$ cat src/rtl/id_ex_stage_pkg.sv
// Shared CPU definitions: ALU operation encodings, the EX control bundle and
// a saturating counter helper used by the ID/EX pipeline register.
package id_ex_stage_pkg;

  localparam logic [3:0] ALUOP_ADD   = 4'd0;
  localparam logic [3:0] ALUOP_SUB   = 4'd1;
  localparam logic [3:0] ALUOP_AND   = 4'd2;
  localparam logic [3:0] ALUOP_OR    = 4'd3;
  localparam logic [3:0] ALUOP_XOR   = 4'd4;
  localparam logic [3:0] ALUOP_NOR   = 4'd5;
  localparam logic [3:0] ALUOP_SLT   = 4'd6;
  localparam logic [3:0] ALUOP_SLTU  = 4'd7;
  localparam logic [3:0] ALUOP_SLL   = 4'd8;
  localparam logic [3:0] ALUOP_SRL   = 4'd9;
  localparam logic [3:0] ALUOP_SRA   = 4'd10;
  localparam logic [3:0] ALUOP_LUI   = 4'd11;
  localparam logic [3:0] ALUOP_FUNCT = 4'd15;

  typedef struct packed {
    logic       reg_write;
    logic       mem_read;
    logic       mem_write;
    logic       mem_to_reg;
    logic       alu_src;
    logic [3:0] alu_op;
  } ctrl_t;

  localparam int CTRL_W = $bits(ctrl_t);

  function automatic logic [15:0] sat_inc16(input logic [15:0] v);
    return (v == 16'hFFFF) ? v : v + 16'd1;
  endfunction

endpackage

$ cat src/rtl/id_ex_stage_hazard.sv
// Load-use hazard detect and writeback bypass selects; purely combinational.
// Flush masks the stall so a killed slot never holds the front end.
module hazard_unit
  import id_ex_stage_pkg::*;
(
  input  logic       ex_valid_i,
  input  logic       ex_mem_read_i,
  input  logic [4:0] ex_rt_i,
  input  logic       id_valid_i,
  input  logic [4:0] id_rs_i,
  input  logic [4:0] id_rt_i,
  input  logic       flush_i,
  input  logic       wb_reg_write_i,
  input  logic [4:0] wb_writereg_i,
  output logic       stall_o,
  output logic       fwd_a_o,
  output logic       fwd_b_o
);

  logic load_use;

  // Register 0 is hardwired, so it never creates a dependency.
  assign load_use = ex_valid_i && ex_mem_read_i && (ex_rt_i != 5'd0) && id_valid_i &&
                    ((ex_rt_i == id_rs_i) || (ex_rt_i == id_rt_i));

  assign stall_o = load_use && !flush_i;

  assign fwd_a_o = wb_reg_write_i && (wb_writereg_i != 5'd0) && (wb_writereg_i == id_rs_i);
  assign fwd_b_o = wb_reg_write_i && (wb_writereg_i != 5'd0) && (wb_writereg_i == id_rt_i);

endmodule

$ cat src/rtl/id_ex_stage.sv
// ID/EX pipeline register: one-cycle latency, inserts a bubble on load-use
// stall or flush, bypasses writeback data and counts stall bubbles (saturating).
module id_ex_stage
  import id_ex_stage_pkg::*;
(
  input  logic        clk,
  input  logic        reset,
  input  logic        id_valid,
  input  logic [31:0] id_pc,
  input  logic [4:0]  id_rs,
  input  logic [4:0]  id_rt,
  input  logic [4:0]  id_rd,
  input  logic [31:0] id_imm,
  input  logic [31:0] id_data1,
  input  logic [31:0] id_data2,
  input  logic        id_regWrite,
  input  logic        id_memRead,
  input  logic        id_memWrite,
  input  logic        id_memToReg,
  input  logic        id_aluSrc,
  input  logic        id_regDst,
  input  logic [3:0]  id_aluOp,
  input  logic        wb_regWrite,
  input  logic [4:0]  wb_writereg,
  input  logic [31:0] wb_data,
  input  logic        flush,
  output logic        stall,
  output logic        ex_valid,
  output logic [31:0] ex_pc,
  output logic [31:0] ex_a,
  output logic [31:0] ex_b,
  output logic [31:0] ex_imm,
  output logic [4:0]  ex_rs,
  output logic [4:0]  ex_rt,
  output logic [4:0]  ex_writereg,
  output logic        ex_regWrite,
  output logic        ex_memRead,
  output logic        ex_memWrite,
  output logic        ex_memToReg,
  output logic        ex_aluSrc,
  output logic [3:0]  ex_aluOp,
  output logic [15:0] stall_count
);

  logic        ex_valid_q, ex_valid_d;
  ctrl_t       ex_ctrl_q, ex_ctrl_d;
  logic [31:0] ex_pc_q, ex_pc_d;
  logic [31:0] ex_a_q, ex_a_d;
  logic [31:0] ex_b_q, ex_b_d;
  logic [31:0] ex_imm_q, ex_imm_d;
  logic [4:0]  ex_rs_q, ex_rs_d;
  logic [4:0]  ex_rt_q, ex_rt_d;
  logic [4:0]  ex_writereg_q, ex_writereg_d;
  logic [15:0] stall_count_q, stall_count_d;

  ctrl_t id_ctrl;
  logic  fwd_a, fwd_b, bubble;

  hazard_unit u_hazard (
    .ex_valid_i     (ex_valid_q),
    .ex_mem_read_i  (ex_ctrl_q.mem_read),
    .ex_rt_i        (ex_rt_q),
    .id_valid_i     (id_valid),
    .id_rs_i        (id_rs),
    .id_rt_i        (id_rt),
    .flush_i        (flush),
    .wb_reg_write_i (wb_regWrite),
    .wb_writereg_i  (wb_writereg),
    .stall_o        (stall),
    .fwd_a_o        (fwd_a),
    .fwd_b_o        (fwd_b)
  );

  assign id_ctrl = '{reg_write:  id_regWrite,
                     mem_read:   id_memRead,
                     mem_write:  id_memWrite,
                     mem_to_reg: id_memToReg,
                     alu_src:    id_aluSrc,
                     alu_op:     id_aluOp};

  assign bubble = flush || stall;

  always_comb begin
    ex_valid_d    = 1'b0;
    ex_ctrl_d     = ctrl_t'({CTRL_W{1'b0}});
    ex_pc_d       = 32'd0;
    ex_a_d        = 32'd0;
    ex_b_d        = 32'd0;
    ex_imm_d      = 32'd0;
    ex_rs_d       = 5'd0;
    ex_rt_d       = 5'd0;
    ex_writereg_d = 5'd0;
    if (!bubble) begin
      ex_valid_d    = id_valid;
      ex_ctrl_d     = id_valid ? id_ctrl : ctrl_t'({CTRL_W{1'b0}});
      ex_pc_d       = id_pc;
      ex_a_d        = fwd_a ? wb_data : id_data1;
      ex_b_d        = fwd_b ? wb_data : id_data2;
      ex_imm_d      = id_imm;
      ex_rs_d       = id_rs;
      ex_rt_d       = id_rt;
      ex_writereg_d = id_regDst ? id_rd : id_rt;
    end
  end

  // stall already excludes flush cycles, so only real load-use bubbles count.
  assign stall_count_d = stall ? sat_inc16(stall_count_q) : stall_count_q;

  always_ff @(posedge clk) begin
    if (reset) begin
      ex_valid_q    <= 1'b0;
      ex_ctrl_q     <= ctrl_t'({CTRL_W{1'b0}});
      ex_pc_q       <= 32'd0;
      ex_a_q        <= 32'd0;
      ex_b_q        <= 32'd0;
      ex_imm_q      <= 32'd0;
      ex_rs_q       <= 5'd0;
      ex_rt_q       <= 5'd0;
      ex_writereg_q <= 5'd0;
      stall_count_q <= 16'd0;
    end else begin
      ex_valid_q    <= ex_valid_d;
      ex_ctrl_q     <= ex_ctrl_d;
      ex_pc_q       <= ex_pc_d;
      ex_a_q        <= ex_a_d;
      ex_b_q        <= ex_b_d;
      ex_imm_q      <= ex_imm_d;
      ex_rs_q       <= ex_rs_d;
      ex_rt_q       <= ex_rt_d;
      ex_writereg_q <= ex_writereg_d;
      stall_count_q <= stall_count_d;
    end
  end

  assign ex_valid    = ex_valid_q;
  assign ex_pc       = ex_pc_q;
  assign ex_a        = ex_a_q;
  assign ex_b        = ex_b_q;
  assign ex_imm      = ex_imm_q;
  assign ex_rs       = ex_rs_q;
  assign ex_rt       = ex_rt_q;
  assign ex_writereg = ex_writereg_q;
  assign ex_regWrite = ex_ctrl_q.reg_write;
  assign ex_memRead  = ex_ctrl_q.mem_read;
  assign ex_memWrite = ex_ctrl_q.mem_write;
  assign ex_memToReg = ex_ctrl_q.mem_to_reg;
  assign ex_aluSrc   = ex_ctrl_q.alu_src;
  assign ex_aluOp    = ex_ctrl_q.alu_op;
  assign stall_count = stall_count_q;

endmodule

$ cat config.mk
export PLATFORM = sky130hd
export DESIGN_NAME = id_ex_stage
export DESIGN_NICKNAME = d
export VERILOG_FILES = /design/src/rtl/id_ex_stage_pkg.sv /design/src/rtl/id_ex_stage_hazard.sv /design/src/rtl/id_ex_stage.sv
export SDC_FILE = /design/constraint.sdc
export NUM_CORES = 1
export LEC_CHECK = 0
export ABC_AREA = 1
export CORE_AREA = 2 2 141 143
export DETAILED_ROUTE_END_ITERATION = 6
export DIE_AREA = 0 0 143 145
export GPL_ROUTABILITY_DRIVEN = 0
export PLACE_DENSITY = 0.69
export SLEW_MARGIN = 20
export SYNTH_ARGS = -nofsm -noshare
export SYNTH_HDL_FRONTEND = slang
export SYNTH_HIERARCHICAL = 1
export SYNTH_SLANG_ARGS = --single-unit
$ cat constraint.sdc
create_clock -name clk -period 4.21 [get_ports clk]
set_clock_uncertainty 0.1 [all_clocks]
set_input_delay 0.6315 -clock clk [delete_from_list [all_inputs] [get_ports clk]]
set_output_delay 0.6315 -clock clk [all_outputs]
set_load 0.01 [all_outputs]
==> flow_results.xml <==
<?xml version="1.0" encoding="UTF-8"?>
<metrics>
  <group name="logic_synthesis">
    <metric name="synth.yosys.warnings" unit="">6</metric>
    <metric name="post_synth.cell_area_avg" unit="µm²">7.672</metric>
    <metric name="netlist_instances" unit="">783</metric>
    <metric name="synth_enable_flop_cells" unit="">0</metric>
    <metric name="synthesis.nets" unit="">979</metric>
    <metric name="top_count_cell_post_synth" unit="">sky130_fd_sc_hd__nand2_1</metric>
    <metric name="proportion_of_synthesized_chip_area_in_sequential_cells" unit="">0.5632</metric>
    <metric name="yosys_most_used_dff" unit="">sky130_fd_sc_hd__dfxtp_1</metric>
    <metric name="yosys.area.top_type_share" unit="">0.5632</metric>
    <metric name="yosys-top-cells-count" unit="">sky130_fd_sc_hd__nand2_1, sky130_fd_sc_hd__dfxtp_1, sky130_fd_sc_hd__nor2_1, sky130_fd_sc_hd__inv_1, sky130_fd_sc_hd__a21oi_1</metric>
    <metric name="yosys_register_bits" unit="">169</metric>
    <metric name="synth-async-reset-ratio" unit="">0</metric>
    <metric name="yosysTopAreaCell" unit="">sky130_fd_sc_hd__dfxtp_1</metric>
    <metric name="post_synth_instance_area" unit="mm²">0.006007</metric>
    <metric name="netlist-cell-type-count" unit="">26</metric>
    <metric name="synth_area_leaders" unit="">sky130_fd_sc_hd__dfxtp_1, sky130_fd_sc_hd__nand2_1, sky130_fd_sc_hd__nor2_1, sky130_fd_sc_hd__inv_1, sky130_fd_sc_hd__a21oi_1</metric>
  </group>
  <group name="detailed_routing">
    <metric name="number_of_iterations_in_the_first_detailed_routing_pass" unit="">4</metric>
    <metric name="detail_route.vias_per_cell" unit="">4.175</metric>
    <metric name="routed-via-count" unit="">5925</metric>
    <metric name="antenna_violating_nets_post_route" unit="">0</metric>
    <metric name="drcViolationCount" unit="">0</metric>
    <metric name="detail_route.iter0.violations" unit="">153</metric>
    <metric name="finalWirelength" unit="µm">20390</metric>
    <metric name="routedWlPerCell" unit="µm">14.37</metric>
  </group>
  <group name="worst_setup_path">
    <metric name="critical-path-max-stage-delay" unit="ns">0.62</metric>
    <metric name="cp_num_buf_inv" unit="">3</metric>
    <metric name="critical_path.cell_chain" unit="">clkdlybuf4s50_1 &gt; inv_1 &gt; nand2_1 &gt; nand2_1 &gt; nor2_1 &gt; nand3_1 &gt; a21oi_2 &gt; clkdlybuf4s50_1</metric>
    <metric name="critical_path.slowest_cell" unit="">sky130_fd_sc_hd__clkdlybuf4s50_1</metric>
    <metric name="critPathTopFamily" unit="">buffers and inverters</metric>
    <metric name="worst-r2r-setup-slack" unit="ns">1.92</metric>
    <metric name="critPathRequiredTime" unit="ns">3.48</metric>
    <metric name="cp.arrival" unit="ns">2.61</metric>
    <metric name="endpoint_kind" unit="">output port</metric>
    <metric name="critical_path.max_fanout" unit="">8</metric>
    <metric name="timing_worst_setup_path_type" unit="">in2out</metric>
    <metric name="worst_setup_path_start_kind" unit="">primary input</metric>
  </group>
  <group name="cells_and_area">
    <metric name="finish.net_count" unit="">1337</metric>
    <metric name="final_cell_count_no_fill" unit="">1419</metric>
    <metric name="fin_util" unit="">0.5474</metric>
    <metric name="areaGrowthSynthToFinish" unit="%">75.03</metric>
    <metric name="post_route_cells_drive_above_1_share" unit="">0.04939</metric>
    <metric name="n_antenna_cell" unit="">0</metric>
  </group>
  <group name="sta">
    <metric name="relSlewSlack" unit="">0.6746</metric>
    <metric name="final_max_slew_viol_count" unit="">0</metric>
    <metric name="final_min_period_over_clock_period" unit="">0.7927</metric>
    <metric name="tightest_slew" unit="ns">0.4876</metric>
    <metric name="finalSetupTns" unit="ns">0</metric>
    <metric name="unrepaired_setup_endpoints_after_global_routing" unit="">false</metric>
    <metric name="hold_viol" unit="">0</metric>
    <metric name="max_freq" unit="GHz">0.2997</metric>
    <metric name="report.final.setup_viol" unit="">0</metric>
    <metric name="final.min_clock_period" unit="ns">3.337</metric>
    <metric name="final.hold.worst_slack" unit="ns">0.4326</metric>
  </group>
  <group name="grt">
    <metric name="initial_antenna_violation_count" unit="">3</metric>
    <metric name="global_route.usage.total" unit="">0.1983</metric>
    <metric name="grt_pass1_wl" unit="µm">31390</metric>
    <metric name="via_count_of_the_first_global_routing_pass" unit="">5807</metric>
    <metric name="largest_net_degree_at_the_start_of_global_routing" unit="">46</metric>
    <metric name="globalRoute.totalOverflow" unit="">0</metric>
  </group>
  <group name="die">
    <metric name="chipWidth" unit="µm">143</metric>
    <metric name="floorplan_die_area" unit="mm²">0.02074</metric>
    <metric name="floorplan.die.height" unit="µm">145</metric>
    <metric name="core-area" unit="mm²">0.01921</metric>
    <metric name="start_util" unit="">0.3127</metric>
    <metric name="design.portCount" unit="">365</metric>
    <metric name="num_rows" unit="">51</metric>
  </group>
  <group name="power">
    <metric name="total_leakage_power" unit="nW">4.546</metric>
    <metric name="internal_power" unit="mW">2.807</metric>
    <metric name="sequential_share_of_power" unit="">0.453</metric>
    <metric name="vdd_drop_max" unit="mV">0.2617</metric>
    <metric name="switching_share" unit="">0.2399</metric>
    <metric name="clock_network_power_share" unit="">0.415</metric>
    <metric name="power-per-cell-area" unit="mW/mm²">351.2</metric>
    <metric name="power.total" unit="mW">3.693</metric>
    <metric name="p_sw" unit="mW">0.8859</metric>
    <metric name="combinational_cell_fraction_of_total_power" unit="">0.131</metric>
  </group>
  <group name="status">
    <metric name="status" unit="">finished, final reports clean</metric>
  </group>
  <group name="clock_tree">
    <metric name="cts.reportedPaths.clkPinSlew" unit="ns">0.06</metric>
    <metric name="htree_num_levels" unit="">4</metric>
    <metric name="clock_sinks" unit="">169</metric>
    <metric name="postcts_resize_cnt" unit="">0</metric>
    <metric name="cts_setup_buffers" unit="">0</metric>
    <metric name="cts-root-to-sink-buffers" unit="">2</metric>
    <metric name="cts_buffers" unit="">17</metric>
    <metric name="cts_root_buffer" unit="">sky130_fd_sc_hd__clkbuf_16</metric>
    <metric name="cts_hold_buf" unit="">0</metric>
    <metric name="tritoncts" unit="">done</metric>
    <metric name="insertion_delay" unit="ns">0.42</metric>
  </group>
  <group name="min_path">
    <metric name="hold_path.class" unit="">reg2reg</metric>
  </group>
  <group name="run">
    <metric name="max_cap_viol_count" unit="">0</metric>
  </group>
  <group name="placement">
    <metric name="dp.cells" unit="">1387</metric>
    <metric name="detailed_place_hpwl" unit="µm">15640</metric>
    <metric name="port_buffers" unit="">364</metric>
  </group>
</metrics>
-- area by class of cell --
| cell class | count | area [µm²] |
|---|---|---|
| fillers | 1808 | 8693 |
| repair buffers | 372 | 3729 |
| flip-flops and latches | 169 | 3383 |
| multi-input cells | 465 | 2049 |
| clock buffers | 19 | 442.9 |
| inverters | 116 | 437.9 |
| well taps | 265 | 331.6 |
| clock inverters | 13 | 140.1 |
-- routing by layer --
metal,wire (µm),share of wire,global-route usage
met1,7904,0.39,0.2157
met2,10310,0.51,0.3488
met3,1781,0.087,0.08086
met4,378,0.019,0.06040
met5,13,0.00064,0
-- metrics by stage --
step / setup slack (ns) / instance area (µm²)
after floorplan: 2.075 / 6007
after global placement: 0.9117 / 9931
after detailed placement: 0.8706 / 9931
after CTS: 0.8662 / 10510
after global routing: 0.7503 / 10510
final: 0.8729 / 10510
-- sequential cells by signal, summed over array words and instances (netlist names) --
register and flops:
ex_memToReg 1, ex_rt 5, stall_count 16, ex_valid 1, ex_writereg 5, ex_imm 32, ex_a 32, ex_aluOp 4
ex_pc 32, ex_memWrite 1, ex_rs 5, ex_regWrite 1, ex_memRead 1, ex_aluSrc 1, ex_b 32
-- path summary, 6_finish.rpt --
check	from	to	cells after the start
worst min-delay path	stall_count[14]	stall_count[14]	2
worst min register to register	stall_count[14]	stall_count[14]	2
worst max register to register	ex_rt[2]	ex_writereg[2]	10
worst max-delay path	id_rs[1]	stall	8
-- cells by family (layout without fill, tap and decap cells) --
group / Yosys count / after routing / synth area share
AND/OR/NAND/NOR: 366 / 366 / 0.2464
AO/OA/AOI/OAI: 85 / 85 / 0.07207
flip-flops: 169 / 169 / 0.5632
XOR/XNOR: 13 / 13 / 0.01895
adder cells (fa/ha/maj): 1 / 1 / 0.002083
buffers and inverters: 149 / 520 / 0.09727
-- cells in the final DEF (no fill, tap or decap) --
cell type	n
sky130_fd_sc_hd__nor2_1	138
sky130_fd_sc_hd__nor2_4	2
sky130_fd_sc_hd__nand3_2	3
sky130_fd_sc_hd__inv_1	112
sky130_fd_sc_hd__clkinv_2	1
sky130_fd_sc_hd__a21oi_1	81
sky130_fd_sc_hd__buf_12	2
sky130_fd_sc_hd__xnor2_1	12
sky130_fd_sc_hd__dfxtp_1	169
sky130_fd_sc_hd__inv_2	3
sky130_fd_sc_hd__bufinv_16	1
sky130_fd_sc_hd__clkinv_8	1
sky130_fd_sc_hd__and3_1	1
sky130_fd_sc_hd__nor2_2	1
sky130_fd_sc_hd__a21oi_2	2
sky130_fd_sc_hd__clkbuf_1	1
sky130_fd_sc_hd__inv_8	2
sky130_fd_sc_hd__inv_6	1
sky130_fd_sc_hd__inv_4	1
sky130_fd_sc_hd__nand2_2	2
sky130_fd_sc_hd__nand3_1	21
sky130_fd_sc_hd__xor2_1	1
sky130_fd_sc_hd__o21ai_0	2
sky130_fd_sc_hd__clkbuf_8	1
sky130_fd_sc_hd__nand2_1	189
sky130_fd_sc_hd__nand4_1	4
sky130_fd_sc_hd__clkinv_4	4
sky130_fd_sc_hd__buf_4	6
sky130_fd_sc_hd__clkinvlp_4	3
sky130_fd_sc_hd__ha_1	1
sky130_fd_sc_hd__nand3_4	1
sky130_fd_sc_hd__nor3_2	3
sky130_fd_sc_hd__clkbuf_16	17
sky130_fd_sc_hd__nand3b_1	1
sky130_fd_sc_hd__clkdlybuf4s50_1	364
-- power groups by stage --
stage | registers, mW | logic [mW] | clock network, mW
4_1_cts | 1.67 | 0.491 | 1.58
3_3_place_gp | 1.71 | 0.487 | 0
3_5_place_dp | 1.71 | 0.488 | 0
2_1_floorplan | 1.74 | 0.110 | 0
5_1_grt | 1.68 | 0.528 | 1.65
6_report | 1.67 | 0.484 | 1.53
-- worst register-to-register path, delay by kind of cell, from the launching register on --
kind                   cells  cell delay, ns
AO/OA/AOI/OAI              1            0.38
AND/OR/NAND/NOR            6            0.55
flip-flops                 1            0.38
buffers and inverters      3            0.77
(Power assumes the default switching activity.)
